--- config.mk ---
export PLATFORM = sky130hd
export DESIGN_NAME = mem_port_arbiter
export DESIGN_NICKNAME = d
export VERILOG_FILES = /design/src/rtl/mem_port_arbiter_pkg.sv /design/src/rtl/mem_port_arbiter_rr.sv /design/src/rtl/mem_port_arbiter.sv
export SDC_FILE = /design/constraint.sdc
export NUM_CORES = 1
export LEC_CHECK = 0
export CAP_MARGIN = 15
export CELL_PAD_IN_SITES_DETAIL_PLACEMENT = 0
export CELL_PAD_IN_SITES_GLOBAL_PLACEMENT = 1
export CORE_MARGIN = 4
export CORE_UTILIZATION = 15
export DETAILED_ROUTE_END_ITERATION = 16
export HOLD_SLACK_MARGIN = 0.1
export PLACE_DENSITY_LB_ADDON = 0.25
export SYNTH_ARGS = -nofsm -noshare
export SYNTH_HDL_FRONTEND = slang
export SYNTH_SLANG_ARGS = --single-unit
--- constraint.sdc ---
create_clock -name clk -period 4.2 [get_ports clk]
set_input_delay 0.42 -clock clk [delete_from_list [all_inputs] [get_ports clk]]
set_output_delay 0.42 -clock clk [all_outputs]
set_load 0.03 [all_outputs]
--- src/rtl/mem_port_arbiter_pkg.sv ---
// Shared memory-port constants: memory function codes and access-size codes
// used by the core/HTIF request ports and the scratchpad.
package mem_port_arbiter_pkg;

  typedef enum logic {
    M_XRD = 1'b0,
    M_XWR = 1'b1
  } mem_fcn_t;

  typedef enum logic [2:0] {
    MT_X  = 3'd0,
    MT_B  = 3'd1,
    MT_H  = 3'd2,
    MT_W  = 3'd3,
    MT_D  = 3'd4,
    MT_BU = 3'd5,
    MT_HU = 3'd6,
    MT_WU = 3'd7
  } mem_typ_t;

endpackage

--- src/rtl/mem_port_arbiter_rr.sv ---
// rr_arbiter: round-robin pick among N requesters.
//  clk, rst : clock, async active-high reset (clears the pointer)
//  req      : request vector
//  grant    : one-hot winner, zero if no request
//  idx      : encoded winner index (0 when no request)
//  any      : at least one request (a transfer happens this cycle)
// The winner is the first requesting index at or after ptr, wrapping; ptr
// advances to winner+1 on every transfer and holds when idle.
module rr_arbiter #(
  parameter int unsigned N = 3
) (
  input  logic                 clk,
  input  logic                 rst,
  input  logic [N-1:0]         req,
  output logic [N-1:0]         grant,
  output logic [$clog2(N)-1:0] idx,
  output logic                 any
);

  logic [$clog2(N)-1:0] ptr;
  int unsigned          cand;

  always_comb begin
    grant = '0;
    idx   = '0;
    any   = 1'b0;
    cand  = 0;
    for (int unsigned k = 0; k < N; k++) begin
      cand = (32'(ptr) + k) % N;
      if (!any && req[cand]) begin
        any = 1'b1;
        idx = ($clog2(N))'(cand);
      end
    end
    if (any) grant[idx] = 1'b1;
  end

  always_ff @(posedge clk or posedge rst) begin
    if (rst) begin
      ptr <= '0;
    end else if (any) begin
      ptr <= (32'(idx) == N - 1) ? '0 : idx + 1'b1;
    end
  end

endmodule

--- src/rtl/mem_port_arbiter.sv ---
// mem_port_arbiter: shares one scratchpad port among NR requesters
// (0=imem, 1=dmem, 2=HTIF) with round-robin grant, one transfer per cycle.
// Read responses are steered back to the issuer through a LAT-deep grant-ID
// pipeline.
//  clk, rst       : clock, async active-high reset
//  rq_valid/ready : per-requester handshake (ready is one-hot winner)
//  rq_addr/fcn/typ/data : packed per-requester request fields
//  rs_valid       : one-hot read response valid; rs_data shared
//  mem_req_*      : muxed request to memory; mem_resp_data read data
//  busy           : any read in flight
module mem_port_arbiter
  import mem_port_arbiter_pkg::*;
#(
  parameter int unsigned NR  = 3,
  parameter int unsigned AW  = 32,
  parameter int unsigned DW  = 32,
  parameter int unsigned LAT = 1
) (
  input  logic             clk,
  input  logic             rst,
  input  logic [NR-1:0]    rq_valid,
  output logic [NR-1:0]    rq_ready,
  input  logic [NR*AW-1:0] rq_addr,
  input  logic [NR-1:0]    rq_fcn,
  input  logic [NR*3-1:0]  rq_typ,
  input  logic [NR*DW-1:0] rq_data,
  output logic [NR-1:0]    rs_valid,
  output logic [DW-1:0]    rs_data,
  output logic             mem_req_valid,
  output logic [AW-1:0]    mem_req_addr,
  output logic             mem_req_fcn,
  output logic [2:0]       mem_req_typ,
  output logic [DW-1:0]    mem_req_data,
  input  logic [DW-1:0]    mem_resp_data,
  output logic             busy
);

  localparam int unsigned IW = $clog2(NR);

  typedef struct packed {
    logic          v;
    logic [IW-1:0] id;
  } inflight_t;

  logic [NR-1:0] grant;
  logic [IW-1:0] win;
  logic          any;
  logic          is_read;
  inflight_t     pipe [LAT];

  rr_arbiter #(.N(NR)) u_rr (
    .clk   (clk),
    .rst   (rst),
    .req   (rq_valid),
    .grant (grant),
    .idx   (win),
    .any   (any)
  );

  // Handshake is masked while reset is held so nothing is accepted then.
  assign rq_ready      = rst ? '0 : grant;
  assign mem_req_valid = any & ~rst;

  always_comb begin
    mem_req_addr = rq_addr[win*AW +: AW];
    mem_req_fcn  = rq_fcn[win];
    mem_req_typ  = rq_typ[win*3 +: 3];
    mem_req_data = rq_data[win*DW +: DW];
  end

  assign is_read = mem_req_valid && (mem_req_fcn == M_XRD);

  always_ff @(posedge clk or posedge rst) begin
    if (rst) begin
      for (int unsigned i = 0; i < LAT; i++) pipe[i] <= '0;
    end else begin
      pipe[0] <= '{v: is_read, id: win};
      for (int unsigned i = 1; i < LAT; i++) pipe[i] <= pipe[i-1];
    end
  end

  always_comb begin
    rs_valid = '0;
    if (pipe[LAT-1].v) rs_valid[pipe[LAT-1].id] = 1'b1;
    rs_data = mem_resp_data;
  end

  always_comb begin
    busy = 1'b0;
    for (int unsigned i = 0; i < LAT; i++) busy = busy | pipe[i].v;
  end

endmodule
-- Word-level counts from Yosys, hierarchy flattened
Cells that the tools add are included.
- bits of input ports: 241
- RAM bits: 0
- logic and storage cells: 53
- output and inout port bits: 108
- register bits after elaboration: 5
- ROM bits: 0
- memories: 0
- latch bits: 0
- multiplexer cells: 22
- order comparisons: 7
- shifts and indexed selects: 3
- equality and inequality tests: 1
- div/mod/pow operators: 3
- bitwise operators: 3
- reductions and logical operators: 7
- add/sub/neg operators: 3
- multiply operators: 1
- operators with widths (cell ; number):
    indexed part select 96 x 8 -> 32 bit ; 2
    < comparator 32 x 3 -> 1 bit, second input constant ; 3
    remainder unit 32 x 2 -> 32 bit, second input constant ; 2
    remainder unit 2 x 2 -> 32 bit, second input constant ; 1
    2-to-1 mux 1 bit ; 9
    2-to-1 mux 3 bit ; 3
    indexed part select 9 x 5 -> 3 bit ; 1
    binary-select mux 1 bit (select 2 bit) ; 4
    2-to-1 mux 2 bit ; 4
    < comparator 2 x 3 -> 1 bit, second input constant ; 2
    logical AND 1 bit ; 5
    demux 1 bit (select 2 bit) ; 2
    greater-or-equal comparator 2 x 1 -> 1 bit, second input constant ; 2
    multiplier 2 x 2 -> 4 bit, second input constant ; 1
    adder 2 x 1 -> 3 bit, second input constant ; 1
    adder 2 x 2 -> 3 bit, second input constant ; 1
    adder 2 x 1 -> 2 bit, second input constant ; 1
    == test 2 bit, second input constant ; 1
    zero test 1 bit ; 2
    inverter 1 bit ; 2
    bitwise AND 1 bit ; 1

-- Longest topological paths before layout
- depth in word-level cells: 16
- depth in mapped cells: 10
- depth with buffers taken out: 8

-- By module
From an unflattened synthesis, not the netlist that was laid out.
- cells, all modules: 250
- area, all modules: 2205.9 um2
- modules (own cells, without submodules) (module ; cells an instance ; instances ; area each (um2) ; seq. area each (um2)):
    mem_port_arbiter ; 205 ; 1 ; 1831.8 ; 75.1
    rr_arbiter ; 45 ; 1 ; 374.1 ; 50.0

-- Least setup slack after synthesis
No wires, ideal clock.
- path kind: register to output
- start point: reg u_rr.ptr[1]
- end point: out mem_req_addr[0]
- path buffers: 3
- data required time: 3.780 ns
- data arrival time: 2.389 ns
- stages on the path, launching flop included: 10
- setup slack: 1.391 ns
- cells stage by stage: dfrtp_1 -> inv_1 -> ha_1 -> buf_6 -> mux2_4 -> a2111oi_4 -> o31ai_4 -> buf_6 -> buf_6 -> a31oi_1
- cells in the longest elaborated chain, start to end: 11
- elaborated cells on any way between the ends: 21
- classes of those cells: 2 x add/sub; 3 x div; 1 x shift; 11 x mux; 4 x reduce/logical
- RTL lines (element ; RTL line ; source):
    start, declared ; mem_port_arbiter_rr.sv:20 ; logic [$clog2(N)-1:0] ptr;
    start signal, assigned ; mem_port_arbiter_rr.sv:42 ; ptr <= (32'(idx) == N - 1) ? '0 : idx + 1'b1;
    parallel branches: the longest is 9 deep, another holds remainder unit 32 x 2 -> 32 bit ; n/a ;
    2-to-1 mux 2 bit (*) ; mem_port_arbiter_rr.sv:30 ; if (!any && req[cand]) begin
    indexed part select 96 x 8 -> 32 bit (*) ; mem_port_arbiter.sv:65 ; mem_req_addr = rq_addr[win*AW +: AW];
    end, declared ; mem_port_arbiter.sv:30 ; output logic [AW-1:0] mem_req_addr,
Every way passes the cells marked *. The select of a mux whose other input is x is not followed.

-- Worst setup path after layout
- start point: reg u_rr.ptr[1]
- end point: out mem_req_addr[30]
Same word-level chain as after synthesis.

==> flow_summary_export.csv <==
group,metric,value,unit
clock_tree,postCtsHoldBufs,0,
worst_setup_path,path_max_fanout,22,
clock_tree,cts.repair.resized,0,
sta,clock_skew,0.003457,ns
logic_synthesis,post_synth.cell_area_avg,6.082,um2
worst_setup_path,startpoint_type,"register",
die,initial_utilization,15.49,%
clock_tree,clock-sinks,5,
worst_setup_path,path_cells,"inv_1 > ha_1 > mux2_4 > a21oi_4 > and3_4 > buf_4 > o21ai_0 > a31oi_1 > clkdlybuf4s50_1",
cells_and_area,fillerInstances,1716,
worst_setup_path,cp_num_buf_inv,3,
global_routing,grt_pass1_vias,3793,
sta,max_freq,255.2,MHz
worst_setup_path,crit_path_end_kind,"primary output",
cells_and_area,area_growth_syn_to_layout,111.0,%
clock_tree,clk_root_buffer_cell,"clkbuf_16",
run,drv_cap,0,
clock_tree,cts_max_path_buffers,2,
global_routing,antenna_found_initial,1,
power_and_ir_drop,p_leak,1.902,nW
die,row_count,46,
worst_setup_path,required,3.78,ns
worst_setup_path,cp.arrival,3.50,ns
logic_synthesis,synthesis.nets,654,
hold_path,min_path_type,"reg -> reg",
sta,whs,0.5493,ns
status,status,"finished, final reports clean",
clock_tree,htreeDepth,1,
route,initialDrtViolationCount,166,
die,core,16060,um2
logic_synthesis,synth_cell_type_count,36,
route,drc_errors,0,
power_and_ir_drop,powerDensity,1046,nW/um2
logic_synthesis,seq_area_frac_synth,5.030,%
place,port_buffers,284,
sta,rsz0062_at_grt,"false",
global_routing,grt_overflow,0,
route,vias,3917,
logic_synthesis,ys_top_cells_by_area,"a31oi_1 17%, nand3_1 14%, nor2_1 11%, buf_4 10%, o21ai_0 10%",
route,totalWireLength,14.69,mm
global_routing,grt_use_total,13.47,%
cells_and_area,fin_util,32.68,%
logic_synthesis,netlist_top_cells_count,"73 x nor2_1, 69 x nand3_1, 68 x a31oi_1",
worst_setup_path,crit_type,"reg -> out",
sta,layout_min_cycle_time,3.918,ns
global_routing,grt_pass1_wl,20.32,mm
logic_synthesis,yosysTopAreaCellShare,17.10,%
sta,relSlewSlack,72.97,%
logic_synthesis,netlist_area,2487,um2
die,boundaryPins,349,
logic_synthesis,yosysWarnings,0,
sta,timing.final.max_slew_violations,0,
logic_synthesis,synth.largest_area_cell,"a31oi_1",
clock_tree,cts_made_buffers,3,
global_routing,grt_max_degree,75,
route,vias_per_cell,4.641,
sta,fin_tns_setup,0,ns
die,die_w,136.8,um
clock_tree,insertion_delay,0.23,ns
logic_synthesis,synth-edff-count,0,
logic_synthesis,synth_flop_cell,"dfrtp_1",
worst_setup_path,cp_slowest_stage_delay,0.69,ns
worst_setup_path,slowest_stage,"clkdlybuf4s50_1",
logic_synthesis,synthArstFlopShare,100.0,%
die,die_h,136.8,um
sta,finalHoldViolations,0,
sta,fin_crit_sh,93.29,%
clock_tree,cts_tree,"yes",
place,globalplace.congestion,0.7679,
sta,worst_slew_pin_slew,0.4023,ns
logic_synthesis,ys_ff_latch,5,
logic_synthesis,synth_most_common_cell,"nor2_1",
cells_and_area,layout-drive-gt1-share,3.503,%
clock_tree,cts_setup_buffers,0,
cells_and_area,finalNonFillerCells,844,
power_and_ir_drop,p_total,0.005490,W
place,dpl.cell_count,840,
route,final_antenna_net_count,0,
die,dieArea,18710,um2
clock_tree,clk_pin_slew,0.04,ns
logic_synthesis,synth_cells,409,
worst_setup_path,cp_top_family,"buffers and inverters",
route,first_pass_iters,5,
power_and_ir_drop,vdd_drop_max,0.4789,mV
sta,setup-violations-final,0,
place,hpwl,11.26,mm
route,avgRoutedWirePerCell,17.40,um
cells_and_area,diodes,0,
cells_and_area,num-nets-final,874,
[stage by stage]
step	setup slack [ns]	instance area [um2]
finish	0.2818	5248
global placement	0.5667	5167
global route	0.09040	5248
floorplan	1.391	2487
CTS	0.2630	5248
detailed placement	0.5198	5167
[final timing paths]
path,cells after the start,end,start,slack (ns)
max,9,mem_req_addr[30],u_rr.ptr[1]$_DFFE_PP0N_,0.28
min,2,u_rr.ptr[1]$_DFFE_PP0N_,u_rr.ptr[1]$_DFFE_PP0N_,0.55
max reg2reg,8,busy$_DFF_PP0_,u_rr.ptr[1]$_DFFE_PP0N_,1.49
min reg2reg,2,u_rr.ptr[1]$_DFFE_PP0N_,u_rr.ptr[1]$_DFFE_PP0N_,0.55
max in group asynchronous,2,busy$_DFF_PP0_,rst,3.47
min in group asynchronous,2,pipe[1]$_DFF_PP0_,rst,0.56
[report_power, final]
part / internal [W] / total [W] / switching, W
combinational: 0.00204 / 0.00524 / 0.00321
sequential: 0.0000713 / 0.0000889 / 0.0000176
clock: 0.000125 / 0.000157 / 0.0000326
total: 0.00223 / 0.00549 / 0.00326
[registers in the layout, summed over array words and instances, names as in the netlist]
signal / flops
u_rr.ptr: 2
busy: 1
pipe: 2
[layer usage]
layer	wire length (um)	track usage, %
met5	12	0
met4	269	2.827
met3	1378	3.529
met2	7660	26.37
met1	5367	14.34
[cells by family after synthesis]
logic type                 synth area share (%)
and+or+nand+nor                           31.09
DFF                                       5.030
buffers and inverters                     23.94
adders and majority gates                 2.012
muxes                                     1.408
AOI/OAI and AO/OA                         36.52
[layout make-up]
| type | instances | area, um2 | share of cell area [%] |
|---|---|---|---|
| Timing Repair Buffer | 293 | 2973 | 56.65 |
| Tap cell | 216 | 270.3 | 5.150 |
| Clock buffer | 3 | 75.07 | 1.431 |
| Clock inverter | 1 | 5.005 | 0.09537 |
| Multi-Input combinational cell | 320 | 1777 | 33.86 |
| Inverter | 6 | 22.52 | 0.4292 |
| Sequential cell | 5 | 125.1 | 2.384 |
[worst reg2reg max path, stage by stage (launching register included)]
cell     delay, ns
dfrtp_1       0.41
inv_1         0.09
ha_1          0.39
mux2_4        0.38
a21oi_4       0.28
and3_4        0.41
buf_12        0.23
o21ai_1       0.13
a32o_1        0.27
[cells in the final DEF (no fill, tap or decap), types with 4 or more instances in the layout]
master | netlist | layout
clkdlybuf4s50_1 | 0 | 284
nor2_1 | 73 | 73
nand3_1 | 69 | 68
a31oi_1 | 68 | 68
o21ai_0 | 50 | 50
o21ai_1 | 21 | 21
inv_1 | 6 | 6
dfrtp_1 | 5 | 5
buf_12 | 0 | 5
and3b_1 | 4 | 4
ha_1 | 4 | 4
buf_4 | 34 | 4
Power figures use the tool's default switching activity.
==> patch 1 (config.mk and constraints unchanged) <==
Change the parameter `NR` from 3 to 2.
--- a/src/rtl/mem_port_arbiter.sv
+++ b/src/rtl/mem_port_arbiter.sv
@@ -11,7 +11,7 @@
 module mem_port_arbiter
   import mem_port_arbiter_pkg::*;
 #(
-  parameter int unsigned NR  = 3,
+  parameter int unsigned NR  = 2,
   parameter int unsigned AW  = 32,
   parameter int unsigned DW  = 32,
   parameter int unsigned LAT = 1
Ports: changed (7 resized); port bits go from 349 to 278. No check against the original RTL was run, so the function may have changed too.
==> patch 1 against the unedited design <==
Via count shrank 59%. Sequential share of layout area shrank 0.061 points. Wire length fell by 49%. First-iteration DRC count decreased by 91%. Register-to-register slack improved by 1.2 ns. Critical path type is now in -> out. Die area decreased by 47%. Highest routed layer is now met4. Cell area decreased by 38%. Global-route usage up 0.45 points. Cell count is 52% lower. Synthesized area down 50%. Sequential cell count down 2. Setup slack better by 0.74 ns.
Power is left out: it rests on default switching activity, and per cell area and clock period it moved more than threefold.
==> patch 1: results (changes against the unedited design) <==
worst clock skew 0.00176 ns (-0.00169 ns); CTS buffer count 3 (unchanged); Max FO, Critical Path 71 (+220%); Yosys warning count 0 (unchanged); biggest area contributors in the synthesized netlist mux2_2 (61%), buf_4 (19%), buf_6 (6.3%); initial antenna violation count 0 (-1); master cell of the clock root buffer clkbuf_8; GRT Resource Usage Total 0.139 (+0.00454); post-synthesis sequential area ratio 0.0602 (+0.00994); Hold WC Path Type in -> async; Post-Place Worst Slack 0.974 ns (+0.454 ns); setup slack of the most critical reg-to-reg path 2.64 ns (+1.15 ns); Avg WL per Cell 18.5 um (+6.6%); number of distinct library cell variants in the gate-level netlist after synthesis 14 (-61%); number of cells after detailed placement 402 (-52%); min Tclk post-route 3.17 ns (-0.744 ns); wire length of the first global-routing pass 10600 um (-48%); number of nets in the layout 477 (-45%); run status finished clean; synthesized area per cell 9.89 um2 (+63%); number of global-route vias before repair 1784 (-53%); slew at the pin closest to its max-slew limit 0.908 ns (+0.506 ns); Worst EP arrival 2.75 ns (-0.75 ns); pin count of the biggest net entering global routing 72 (-4.0%); HPWL after DPL 6630 um (-41%); Placer Congestion 0.826 (+7.6%); Synth top cells by count mux2_2 (68), buf_4 (32), buf_6 (7); final routed wirelength across all metal layers 7530 um (-49%)
## patch 1: through the flow
step / utilization / cell area [um2]
floorplan: - / 1250
global placement: 0.404 / 3190
detailed placement: 0.404 / 3190
CTS: 0.410 / 3230
global route: 0.410 / 3230
finish: 0.410 / 3230
## patch 1: cell type report
class | instances | area, um2
inverters | 3 | 11.3
flip-flops and latches | 3 | 75.1
repair buffers | 213 | 2130
well taps | 102 | 128
multi-input cells | 81 | 841
clock buffers | 4 | 45.0
fillers | 766 | 4660
## patch 1: worst paths after layout
check	from	end	depth (start not counted)
worst max-delay path	rq_valid[0]	mem_req_addr[22]	5
min in group clk	u_rr.ptr	u_rr.ptr	2
max in group asynchronous	rst	u_rr.ptr	2
worst max register to register	u_rr.ptr	busy	3
worst min register to register	u_rr.ptr	u_rr.ptr	2
worst min-delay path	rst	pipe[0]	2
## patch 1: logic make-up after synthesis
group           Yosys count  share of synthesized area
buf+inv                  42                      0.265
compound gates            2                     0.0110
flops                     3                     0.0602
simple gates             11                     0.0492
mux                      68                      0.614
## patch 1: routing by layer
metal  vias to the layer above  GRT usage  routed length [um]
met5                         -          0                   0
met4                         0     0.0294                  72
met3                        10     0.0603                 961
met2                       140      0.267                3940
met1                       706      0.138                2550
li1                        763          -                   -
## patch 1: worst max-delay path: stages
cell	delay (ns)
clkdlybuf4s50_1	0.51
nand2b_2	0.09
nand2_4	0.66
mux2_2	0.44
clkdlybuf4s50_1	0.61
==> patch 2 (config.mk and constraints unchanged) <==
Without the edit above. Make the reset (`rst`) synchronous in 2 clocked blocks. Comments in the files are not updated.
--- a/src/rtl/mem_port_arbiter_rr.sv
+++ b/src/rtl/mem_port_arbiter_rr.sv
@@ -35,7 +35,7 @@
     if (any) grant[idx] = 1'b1;
   end
 
-  always_ff @(posedge clk or posedge rst) begin
+  always_ff @(posedge clk) begin
     if (rst) begin
       ptr <= '0;
     end else if (any) begin
--- a/src/rtl/mem_port_arbiter.sv
+++ b/src/rtl/mem_port_arbiter.sv
@@ -70,7 +70,7 @@
 
   assign is_read = mem_req_valid && (mem_req_fcn == M_XRD);
 
-  always_ff @(posedge clk or posedge rst) begin
+  always_ff @(posedge clk) begin
     if (rst) begin
       for (int unsigned i = 0; i < LAT; i++) pipe[i] <= '0;
     end else begin
Function: differs if rst is asserted again (counterexample within 4 cycles, from zero or initial values and one cycle with rst high); with rst held inactive, the same outputs for 4 cycles.
==> patch 2 against the unedited design <==
Wire length is 3.6% lower. Sequential cell count stayed put. Setup slack better by 0.028 ns. Synthesized area is 2.5% lower. Combinational power is 17% lower. Via count is 0.33% higher. Synthesized cell count is 0.49% lower. Cell area is 0.24% lower. Count of clock-buffer cells in the layout is 1 higher. Total power is 16% lower. Cell count is 0.24% lower. Global-route usage hardly changed. Critical path type unchanged. Largest cell class unchanged. Largest power group unchanged.
==> patch 2: results (changes against the unedited design) <==
run status finished clean; worst hold margin 0.517 ns (-0.0328 ns); wire length of the first global-routing pass 20100 um (-0.85%); post-CTS repair timing setup buffer count 0 (unchanged); Placer Congestion 0.793 (+3.3%); number of nets in the layout 870 (-0.46%); Int Pwr 1940 uW (-13%); Max FO, Critical Path 37 (+68%); via count of the routed design 3930 (+0.33%); critical path's largest stage delay 0.71 ns (+0.02 ns); Worst EP arrival 3.47 ns (-0.03 ns); via density per instance 4.67 (+0.57%); Synth top cells by count nor2_1 (69), a31oi_1 (68), nand3_1 (67); synthesized net count 652 (-0.31%); total power draw 4590 uW (-16%); first-iteration detailed-routing DRC count 147 (-11%); post-route clock period utilization 0.926 (-0.00675); placed cell area 5150 um2 (-0.31%); master cell of the clock root buffer clkbuf_16; pin count of the biggest net entering global routing 74 (-1.3%); Post-Place Worst Slack 0.554 ns (+0.0344 ns); Hold Path End u_rr.ptr[1]; number of global-route vias before repair 3771 (-0.58%); sequential group power 82.7 uW (-7.0%); endpoint of the worst register-to-register path pipe[0][2]; slew at the pin closest to its max-slew limit 0.463 ns (+0.0604 ns); worst clock skew 0.000884 ns (-0.00257 ns); HPWL after DPL 11000 um (-2.4%); reg2reg start u_rr.ptr[0]; number of distinct library cell variants in the gate-level netlist after synthesis 45 (+25%); synthesized area per cell 5.96 um2 (-2.0%); IR drop worst, VDD 384 uV (-20%); worst min-delay path startpoint u_rr.ptr[1]; ys flop type dfxtp_1; endpoint of the worst setup timing path mem_req_typ[0]; post-synthesis sequential area ratio 0.0413 (-0.00904); leak pwr 0.00192 uW (+0.87%); biggest area contributors in the synthesized netlist a31oi_1 (18%), nand3_1 (14%), buf_4 (11%); Avg WL per Cell 16.8 um (-3.3%); share of layout cells above drive strength 1 0.0369 (+0.00183); GRT Resource Usage Total 0.134 (-0.000181); Filler Cells Inserted 1737 (+1.2%); fin util 0.330 (+0.00276)
## patch 2: logic make-up (layout without fill, tap and decap cells)
kind of cell	Yosys count	in the layout	share of synthesized area
and+or+nand+nor	160	160	0.325
AOI/OAI and AO/OA	152	152	0.377
buffers and inverters	83	300	0.222
DFF	5	5	0.0413
adders and majority gates	4	4	0.0206
muxes	3	3	0.0139
other	0	2	0
## patch 2: layout make-up
type | count | share of cell area
Antenna cell | 2 | 0.000956
Clock buffer | 4 | 0.0151
Inverter | 5 | 0.00359
Multi-Input combinational cell | 319 | 0.345
Sequential cell | 5 | 0.0191
Tap cell | 216 | 0.0516
Timing Repair Buffer | 291 | 0.565
## patch 2: metal layers
layer,vias to the layer above,routed length (um),GRT usage,part of all wire
li1,1902,-,-,-
met1,1774,5260,0.148,0.37
met2,238,7180,0.252,0.51
met3,16,1430,0.0364,0.10
met4,0,302,0.0370,0.021
met5,-,0,0,0
